`config.mk`:
```
export PLATFORM = sky130hd
export DESIGN_NAME = mem_wb_stage
export DESIGN_NICKNAME = d
export VERILOG_FILES = /design/src/rtl/riscv_pkg.sv /design/src/rtl/mem_wb_load_align.sv /design/src/rtl/mem_wb_stage.sv
export SDC_FILE = /design/constraint.sdc
export NUM_CORES = 1
export LEC_CHECK = 0
export ABC_AREA = 1
export CAP_MARGIN = 20
export CORE_ASPECT_RATIO = 0.75
export CORE_MARGIN = 5
export CORE_UTILIZATION = 40
export DETAILED_ROUTE_END_ITERATION = 8
export GPL_ROUTABILITY_DRIVEN = 0
export GPL_TIMING_DRIVEN = 0
export PLACE_DENSITY = 0.78
export SLEW_MARGIN = 10
export SYNTH_ARGS = -nofsm -noshare
export SYNTH_HDL_FRONTEND = slang
export SYNTH_HIERARCHICAL = 1
export SYNTH_SLANG_ARGS = --single-unit
```
`constraint.sdc`:
```
create_clock -name clk -period 2.17 [get_ports clk]
set_input_delay 0.3255 -clock clk [delete_from_list [all_inputs] [get_ports clk]]
set_output_delay 0.3255 -clock clk [all_outputs]
set_load 0.005 [all_outputs]
```
`src/rtl/riscv_pkg.sv`:
```
// Shared RISC-V pipeline definitions: datapath width, load/store size encodings
// and the alignment rule used by the MEM and MEM/WB stages.
package riscv_pkg;

  localparam int XLEN = 32;

  typedef enum logic [1:0] {
    SIZE_BYTE = 2'b00,
    SIZE_HALF = 2'b01,
    SIZE_WORD = 2'b10,
    SIZE_RSVD = 2'b11
  } size_e;

  // The reserved encoding is treated as a word access everywhere.
  function automatic logic is_misaligned(input size_e size, input logic [1:0] addr_lo);
    logic mis;
    case (size)
      SIZE_BYTE: mis = 1'b0;
      SIZE_HALF: mis = addr_lo[0];
      default:   mis = (addr_lo != 2'b00);
    endcase
    return mis;
  endfunction

endpackage

```
`src/rtl/mem_wb_load_align.sv`:
```
// Little-endian lane extraction and sign/zero extension of a raw memory word
// for byte, half and word loads (purely combinational).
module load_align
  import riscv_pkg::*;
#(
  parameter int XLEN = riscv_pkg::XLEN
) (
  input  logic [XLEN-1:0] read_data,
  input  logic [1:0]      addr_lo,
  input  size_e           size,
  input  logic            load_unsigned,
  output logic [XLEN-1:0] load_data
);

  logic [7:0]  lanes [4];
  logic [7:0]  byte_val;
  logic [15:0] half_val;
  logic        byte_sign;
  logic        half_sign;

  for (genvar gi = 0; gi < 4; gi++) begin : g_lane
    assign lanes[gi] = read_data[8*gi +: 8];
  end

  assign byte_val  = lanes[addr_lo];
  assign half_val  = addr_lo[1] ? {lanes[3], lanes[2]} : {lanes[1], lanes[0]};
  assign byte_sign = ~load_unsigned & byte_val[7];
  assign half_sign = ~load_unsigned & half_val[15];

  always_comb begin
    load_data = read_data;
    case (size)
      SIZE_BYTE: load_data = {{(XLEN-8){byte_sign}}, byte_val};
      SIZE_HALF: load_data = {{(XLEN-16){half_sign}}, half_val};
      default:   load_data = read_data;
    endcase
  end

endmodule

```
`src/rtl/mem_wb_stage.sv`:
```
// MEM/WB pipeline register: load alignment, x0 write suppression, EX bypass and
// retire counter. Define MEM_WB_MISALIGN_CHECK_EN to block misaligned load writes.
module mem_wb_stage
  import riscv_pkg::*;
#(
  parameter int XLEN = riscv_pkg::XLEN,
  parameter int RA_W = 5
) (
  input  logic            clk,
  input  logic            rst,
  input  logic            stall,
  input  logic            flush,
  input  logic            in_valid,
  input  logic            mem_read,
  input  logic            mem_to_reg,
  input  logic            reg_write,
  input  logic [RA_W-1:0] rd_addr,
  input  logic [1:0]      inst_size,
  input  logic            load_unsigned,
  input  logic [XLEN-1:0] alu_result,
  input  logic [XLEN-1:0] read_data,
  output logic            out_valid,
  output logic            wb_reg_write,
  output logic [RA_W-1:0] wb_rd_addr,
  output logic [XLEN-1:0] wb_data,
  output logic [31:0]     retire_count,
  output logic            misalign_err,
  output logic            fwd_valid,
  output logic [RA_W-1:0] fwd_rd,
  output logic [XLEN-1:0] fwd_data
);

  logic            out_valid_reg;
  logic            wb_reg_write_reg;
  logic [RA_W-1:0] wb_rd_addr_reg;
  logic [XLEN-1:0] wb_data_reg;
  logic            misalign_err_reg;
  logic [31:0]     retire_count_reg;

  logic [XLEN-1:0] load_data;
  logic            misalign_next;
  logic            wb_reg_write_next;
  logic [XLEN-1:0] wb_data_next;

  load_align #(.XLEN(XLEN)) u_load_align (
    .read_data     (read_data),
    .addr_lo       (alu_result[1:0]),
    .size          (size_e'(inst_size)),
    .load_unsigned (load_unsigned),
    .load_data     (load_data)
  );

`ifdef MEM_WB_MISALIGN_CHECK_EN
  assign misalign_next = in_valid & mem_read & is_misaligned(size_e'(inst_size), alu_result[1:0]);
`else
  logic unused_mem_read;
  assign unused_mem_read = mem_read;
  assign misalign_next   = 1'b0;
`endif

  assign wb_reg_write_next = in_valid & reg_write & (rd_addr != '0) & ~misalign_next;
  assign wb_data_next      = mem_to_reg ? load_data : alu_result;

  // Flush wins over stall; a stall freezes everything including the counter.
  always_ff @(posedge clk or posedge rst) begin
    if (rst) begin
      out_valid_reg    <= 1'b0;
      wb_reg_write_reg <= 1'b0;
      wb_rd_addr_reg   <= '0;
      wb_data_reg      <= '0;
      misalign_err_reg <= 1'b0;
      retire_count_reg <= '0;
    end else if (flush) begin
      out_valid_reg    <= 1'b0;
      wb_reg_write_reg <= 1'b0;
      wb_rd_addr_reg   <= '0;
      wb_data_reg      <= '0;
      misalign_err_reg <= 1'b0;
    end else if (!stall) begin
      out_valid_reg    <= in_valid;
      wb_reg_write_reg <= wb_reg_write_next;
      wb_rd_addr_reg   <= rd_addr;
      wb_data_reg      <= wb_data_next;
      misalign_err_reg <= misalign_next;
      if (in_valid) begin
        retire_count_reg <= retire_count_reg + 32'd1;
      end
    end
  end

  assign out_valid    = out_valid_reg;
  assign wb_reg_write = wb_reg_write_reg;
  assign wb_rd_addr   = wb_rd_addr_reg;
  assign wb_data      = wb_data_reg;
  assign misalign_err = misalign_err_reg;
  assign retire_count = retire_count_reg;
  assign fwd_valid    = out_valid_reg & wb_reg_write_reg;
  assign fwd_rd       = wb_rd_addr_reg;
  assign fwd_data     = wb_data_reg;

endmodule

```
==> run_results.csv, run 1 <==
group,metric,value,unit
outcome,outcome,"finished, final reports clean",
layout,multiInputGateArea,2440,um^2
layout,fillers,1038,
layout,area_growth,49.2,%
sta,period_share,81.0,%
cts,cts_tree,"built",
grt,grt_usage,23.0,%
routing,wl,16900,um
sta,holdWs,0.273,ns
routing,via_per_inst,5.09,
cts,clock_path_buffers,2,
grt,antenna_found_initial,0,
logic_synthesis,yosys.area.top_type_share,36.5,%
logic_synthesis,ys_seq_area_share,36.5,%
placed_design,placed_cells,971,
logic_synthesis,synth_edf_count,0,
logic_synthesis,synth.distinct_cells,39,
grt,grt_pass1_wl,26300,um
placed_design,portBuffers,185,
setup_path,crit_path_start_kind,"input port",
power,power_per_cell_area,553,nW/um^2
logic_synthesis,netlist_instances,623,
logic_synthesis,synthFlopType,"dfrtp_1",
cts,post_cts_buffers,0,
power,p_seq_share,38.0,%
logic_synthesis,synth.top_cells.by_count,"nand2_1 (172), dfrtp_1 (71), nand3_1 (65)",
cts,cts.sinks,71,
setup_path,r2r_slack,0.54,ns
floorplanning,die_x,137,um
setup_path,worst-setup-path-type,"input port to register",
sta,fmax,0.569,GHz
sta,fin_skew,0.00524,ns
grt,grt_max_degree,58,
cts,cts_hold_buffers,0,
power,switching_share,27.5,%
setup_path,crit_fanout,10,
sta,worst_slew_pin_slew,0.555,ns
floorplanning,core_area,11700,um^2
power,p_comb_share,24.3,%
routing,drc,0,
placed_design,post-dp-hpwl,13600,um
min_path,hp-class,"input port to async pin",
layout,fin_cells,987,
sta,report.final.slew_viol_count,0,
power,p_int,2910,uW
logic_synthesis,synth_nets,704,
cts,cts_made_buffers,9,
grt,overflow,0,
cts,cts.htree.levels,3,
routing,drt_iter0_drc,386,
logic_synthesis,ys_ff_latch,71,
floorplanning,ioPinCount,190,
cts,clock_latency,0.33,ns
layout,antenna_cells,0,
sta,slew_headroom,63.0,%
grt,grt_pass1_vias,4991,
cts,clk_pin_slew,0.06,ns
sta,setup_viol,0,
power,p_leak,0.00340,uW
logic_synthesis,async_flop_share,100,%
setup_path,worstPathArrival,1.95,ns
power,p_clk_share,37.7,%
sta,hold_viol,0,
floorplanning,die_h,106,um
setup_path,crit_path_end_kind,"register",
routing,route.vias.total,5019,
cts,cts_resized,0,
routing,postRouteAntennaNets,0,
routing,wl_per_cell,17.1,um
sta,rsz0062_at_grt,"false",
power,peakVddDrop,0.000448,V
logic_synthesis,avgSynthCellArea,7.81,um^2
logic_synthesis,yosys_warnings,6,
floorplanning,rows,34,
routing,dr.pass1.iters,5,
floorplanning,start_util,41.4,%
setup_path,cp.required,2.37,ns
layout,drive_gt1_share,15.9,%
layout,regArea,1780,um^2
power,switchingPower,1100,uW
logic_synthesis,synth_area,4860,um^2
logic_synthesis,yosysTopAreaCell,"dfrtp_1",
sta,min_period,1.76,ns
layout,final_nets,901,
cts,cts_root_buf,"clkbuf_16",
logic_synthesis,synth_most_common_cell,"nand2_1",
logic_synthesis,ys_top_cells_by_area,"dfrtp_1 (37%), nand2_1 (13%), nand3_1 (6.7%), mux2i_1 (6.6%), buf_4 (6.2%)",
floorplanning,die-area,14500,um^2
flow_run,max_cap_violations,0,
-- cell families after synthesis --
group | count (synthesis) | share of synthesized area, %
simple gates | 346 | 35.2
fa+ha+maj | 1 | 0.257
mux | 32 | 6.58
xor+xnor | 16 | 2.88
compound gates | 46 | 5.20
flops | 71 | 36.5
other cells | 1 | 0.0771
buf+inv | 110 | 13.3
-- final timing paths --
kind / startpoint / end / cells past startpoint
min reg2reg: retire_count[3] / retire_count[3] / 1
max: alu_result[1] / fwd_data[20] / 12
max reg2reg: retire_count[1] / retire_count[14] / 6
min in group clk: mem_to_reg / fwd_data[30] / 3
min: rst / fwd_data[27] / 2
max in group asynchronous: rst / fwd_data[8] / 3
-- critical path, stage by stage --
cell             delay [ns]
clkdlybuf4s50_1        0.50
buf_6                  0.16
inv_8                  0.05
nand2_2                0.06
nand2_2                0.07
nand2_2                0.09
nand2_2                0.07
nand2_4                0.13
buf_12                 0.15
nand3_2                0.05
mux2i_1                0.19
o21ai_0                0.10
-- cells in the final DEF (no fill, tap or decap), drive strengths merged, types with 20 or more instances in the layout --
| master | count |
|---|---|
| buf | 55 |
| clkbuf | 20 |
| clkdlybuf4s50 | 185 |
| dfrtp | 71 |
| inv | 47 |
| mux2i | 32 |
| nand2 | 185 |
| nand3 | 89 |
| nor2 | 46 |
| o21ai | 36 |
-- through the flow --
step	area (um^2)	setup slack, ns	power [uW]	setup TNS [ns]	utilization, %
final	7260	0.413	4010	0	61.8
after global routing	7260	0.316	4190	0	61.8
after CTS	7260	0.430	4050	0	61.8
after detailed placement	6950	0.0987	2520	0	59.2
after global placement	6920	-1.19	2490	-84.31	58.9
after floorplan	4860	0.0479	1960	0	-
-- metal layers --
metal | track usage (%) | vias to the layer above | wire (um)
met2 | 37.3 | 278 | 8010
met4 | 5.84 | 0 | 352
met1 | 31.2 | 2342 | 7130
met5 | 0 | - | 0
li1 | - | 2364 | -
met3 | 5.05 | 35 | 1390
-- power groups by stage --
stage / clock network (uW) / registers [uW] / logic (uW)
6_report: 1510 / 1520 / 975
5_1_grt: 1590 / 1540 / 1060
4_1_cts: 1540 / 1520 / 981
3_5_place_dp: 0 / 1550 / 977
3_3_place_gp: 0 / 1540 / 947
2_1_floorplan: 0 / 1530 / 427
-- final cells by class --
cell class	count	share of cell area [%]
repair buffers	186	25.9
plain buffers	64	6.41
clock inverters	6	0.931
inverters	46	2.52
clock buffers	10	3.29
well taps	162	2.79
multi-input cells	442	33.7
flip-flops and latches	71	24.5
Note: power is estimated with default switching activity, not from simulation.
==> run 2: changes to the inputs <==
clock period = 1.49 ns   (was 2.17 ns; I/O delays follow)
==> run_results.csv, run 2 (synthesis gave the netlist of run 1 again) <==
group,metric,value,unit
placed_design,portBuffers,185,
placed_design,pre_cts_ws,-0.502,ns
cts,cts_hold_buffers,0,
sta,fmax,0.684,GHz
cts,clock_latency,0.33,ns
sta,holdWs,0.285,ns
routing,wl_per_cell,17.0,um
sta,worst_slew_pin_slew,0.774,ns
setup_path,crit_fanout,4,
floorplanning,rows,34,
power,peakVddDrop,0.000625,V
setup_path,crit_family,"buffers and inverters",
cts,clock_path_buffers,2,
cts,cts.htree.levels,3,
grt,grt_pass1_vias,5183,
setup_path,cp_slowest_cell,"clkdlybuf4s50_1",
setup_path,worst-setup-path-type,"register to output port",
floorplanning,die_x,137,um
routing,drt_iter0_drc,463,
layout,fin_cells,1044,
setup_path,critPathCapture,"retire_count[22]",
routing,drc,0,
layout,layout_commonest_cell,"nand2_1",
routing,postRouteAntennaNets,0,
layout,stdcell_area,7830,um^2
power,power_per_cell_area,775,nW/um^2
grt,grt_max_degree,39,
min_path,hp-class,"input port to register",
layout,final_nets,957,
setup_path,r2r_slack,0.05,ns
placed_design,post-dp-hpwl,13400,um
setup_path,cp.required,1.27,ns
sta,min_period,1.46,ns
layout,final_cell_mix,"nand2_1 (170), clkdlybuf4s50_1 (106), buf_4 (94)",
power,p_leak,0.00433,uW
sta,hold_viol,0,
setup_path,cp.depth,1,
floorplanning,start_util,41.4,%
grt,grt_pass1_wl,27400,um
placed_design,placed_cells,971,
routing,dr.pass1.iters,5,
layout,area_growth,61.0,%
cts,cts.sinks,71,
sta,fin_skew,0.00730,ns
flow_run,max_cap_violations,0,
cts,cts_root_buf,"clkbuf_16",
routing,route.vias.total,5322,
outcome,outcome,"finished, final reports clean",
setup_path,crit_path_start_kind,"register",
cts,clk_pin_slew,0.06,ns
routing,wl,17800,um
sta,setup_slack,0.0281,ns
setup_path,reg2reg_to,"retire_count[22]",
cts,cts_made_buffers,9,
setup_path,cp_slowest_stage_delay,0.52,ns
grt,overflow,0,
floorplanning,ioPinCount,190,
grt,grt_usage,24.0,%
grt,antenna_found_initial,1,
placed_design,placed_area,6940,um^2
cts,cts_tree,"built",
sta,setup_viol,0,
routing,via_per_inst,5.10,
setup_path,crit_path_end_kind,"output port",
setup_path,startpoint,"retire_count[22]",
setup_path,worstPathArrival,1.24,ns
sta,period_share,98.1,%
setup_path,r2r_cells,6,
sta,slew_headroom,48.3,%
setup_path,crit_chain,"clkdlybuf4s50_1",
floorplanning,die-area,14500,um^2
floorplanning,core_area,11700,um^2
layout,drive_gt1_share,24.3,%
sta,report.final.slew_viol_count,0,
setup_path,worstReg2RegStart,"retire_count[1]",
floorplanning,die_h,106,um
setup_path,crit_buf_inv,1,
[run 2: changes by cell type in the layout (fill, tap and decap cells not counted), moves of 4 or more]
cell             change
buf_4               +54
clkdlybuf4s50_1     -79
dlygate4sd2_1       +50
dlymetal6s2s_1      +29
nand3_1              -4
nor2_1               -7
nor2_4               +4
o21ai_0             -12
o21ai_1             +12
[run 2: how the worst min path moves through the flow]
stage / start / end / slack (ns) / depth (start not counted)
detailed placement: retire_count[28] / retire_count[28] / 0.51 / 2
global route: mem_to_reg / fwd_data[29] / 0.32 / 3
finish: mem_to_reg / fwd_data[29] / 0.29 / 3
CTS: mem_to_reg / fwd_data[30] / 0.30 / 3
global placement: retire_count[28] / retire_count[28] / 0.50 / 2
floorplan: rd_addr[2] / fwd_rd[2] / 0.33 / 2
[run 2: final cells by class]
type / instances / area (um^2)
diodes: 1 / 2.50
plain buffers: 63 / 469
clock buffers: 10 / 239
clock inverters: 6 / 67.6
fillers: 963 / 3910
inverters: 46 / 184
multi-input cells: 442 / 2540
flip-flops and latches: 71 / 1780
well taps: 162 / 203
repair buffers: 243 / 2340
[run 2: per-stage QoR]
step	power, uW	utilization (%)	setup TNS, ns
after floorplan	2850	-	0
after global placement	3640	59.0	-46.11
after detailed placement	3670	59.1	-20.92
after CTS	5990	64.6	0
after global routing	6330	66.7	-0.132
final	6070	66.7	0
[run 2: layer usage]
layer  GRT usage [%]  wire length (um)
met1            33.0              7540
met2            37.5              8310
met3            4.67              1310
met4            8.62               627
met5               0                 0
[run 2: report_power, final]
group	switching, uW	internal, uW
logic	747	919
registers	113	2060
clock network	883	1350
total	1740	4330
[run 2: what timing repair did]
item	4_1_cts	5_1_grt
setup endpoints to repair	115	84
cloned	1	0
setup buffers	44	12
pin swaps	2	13
gates resized for setup	64	63
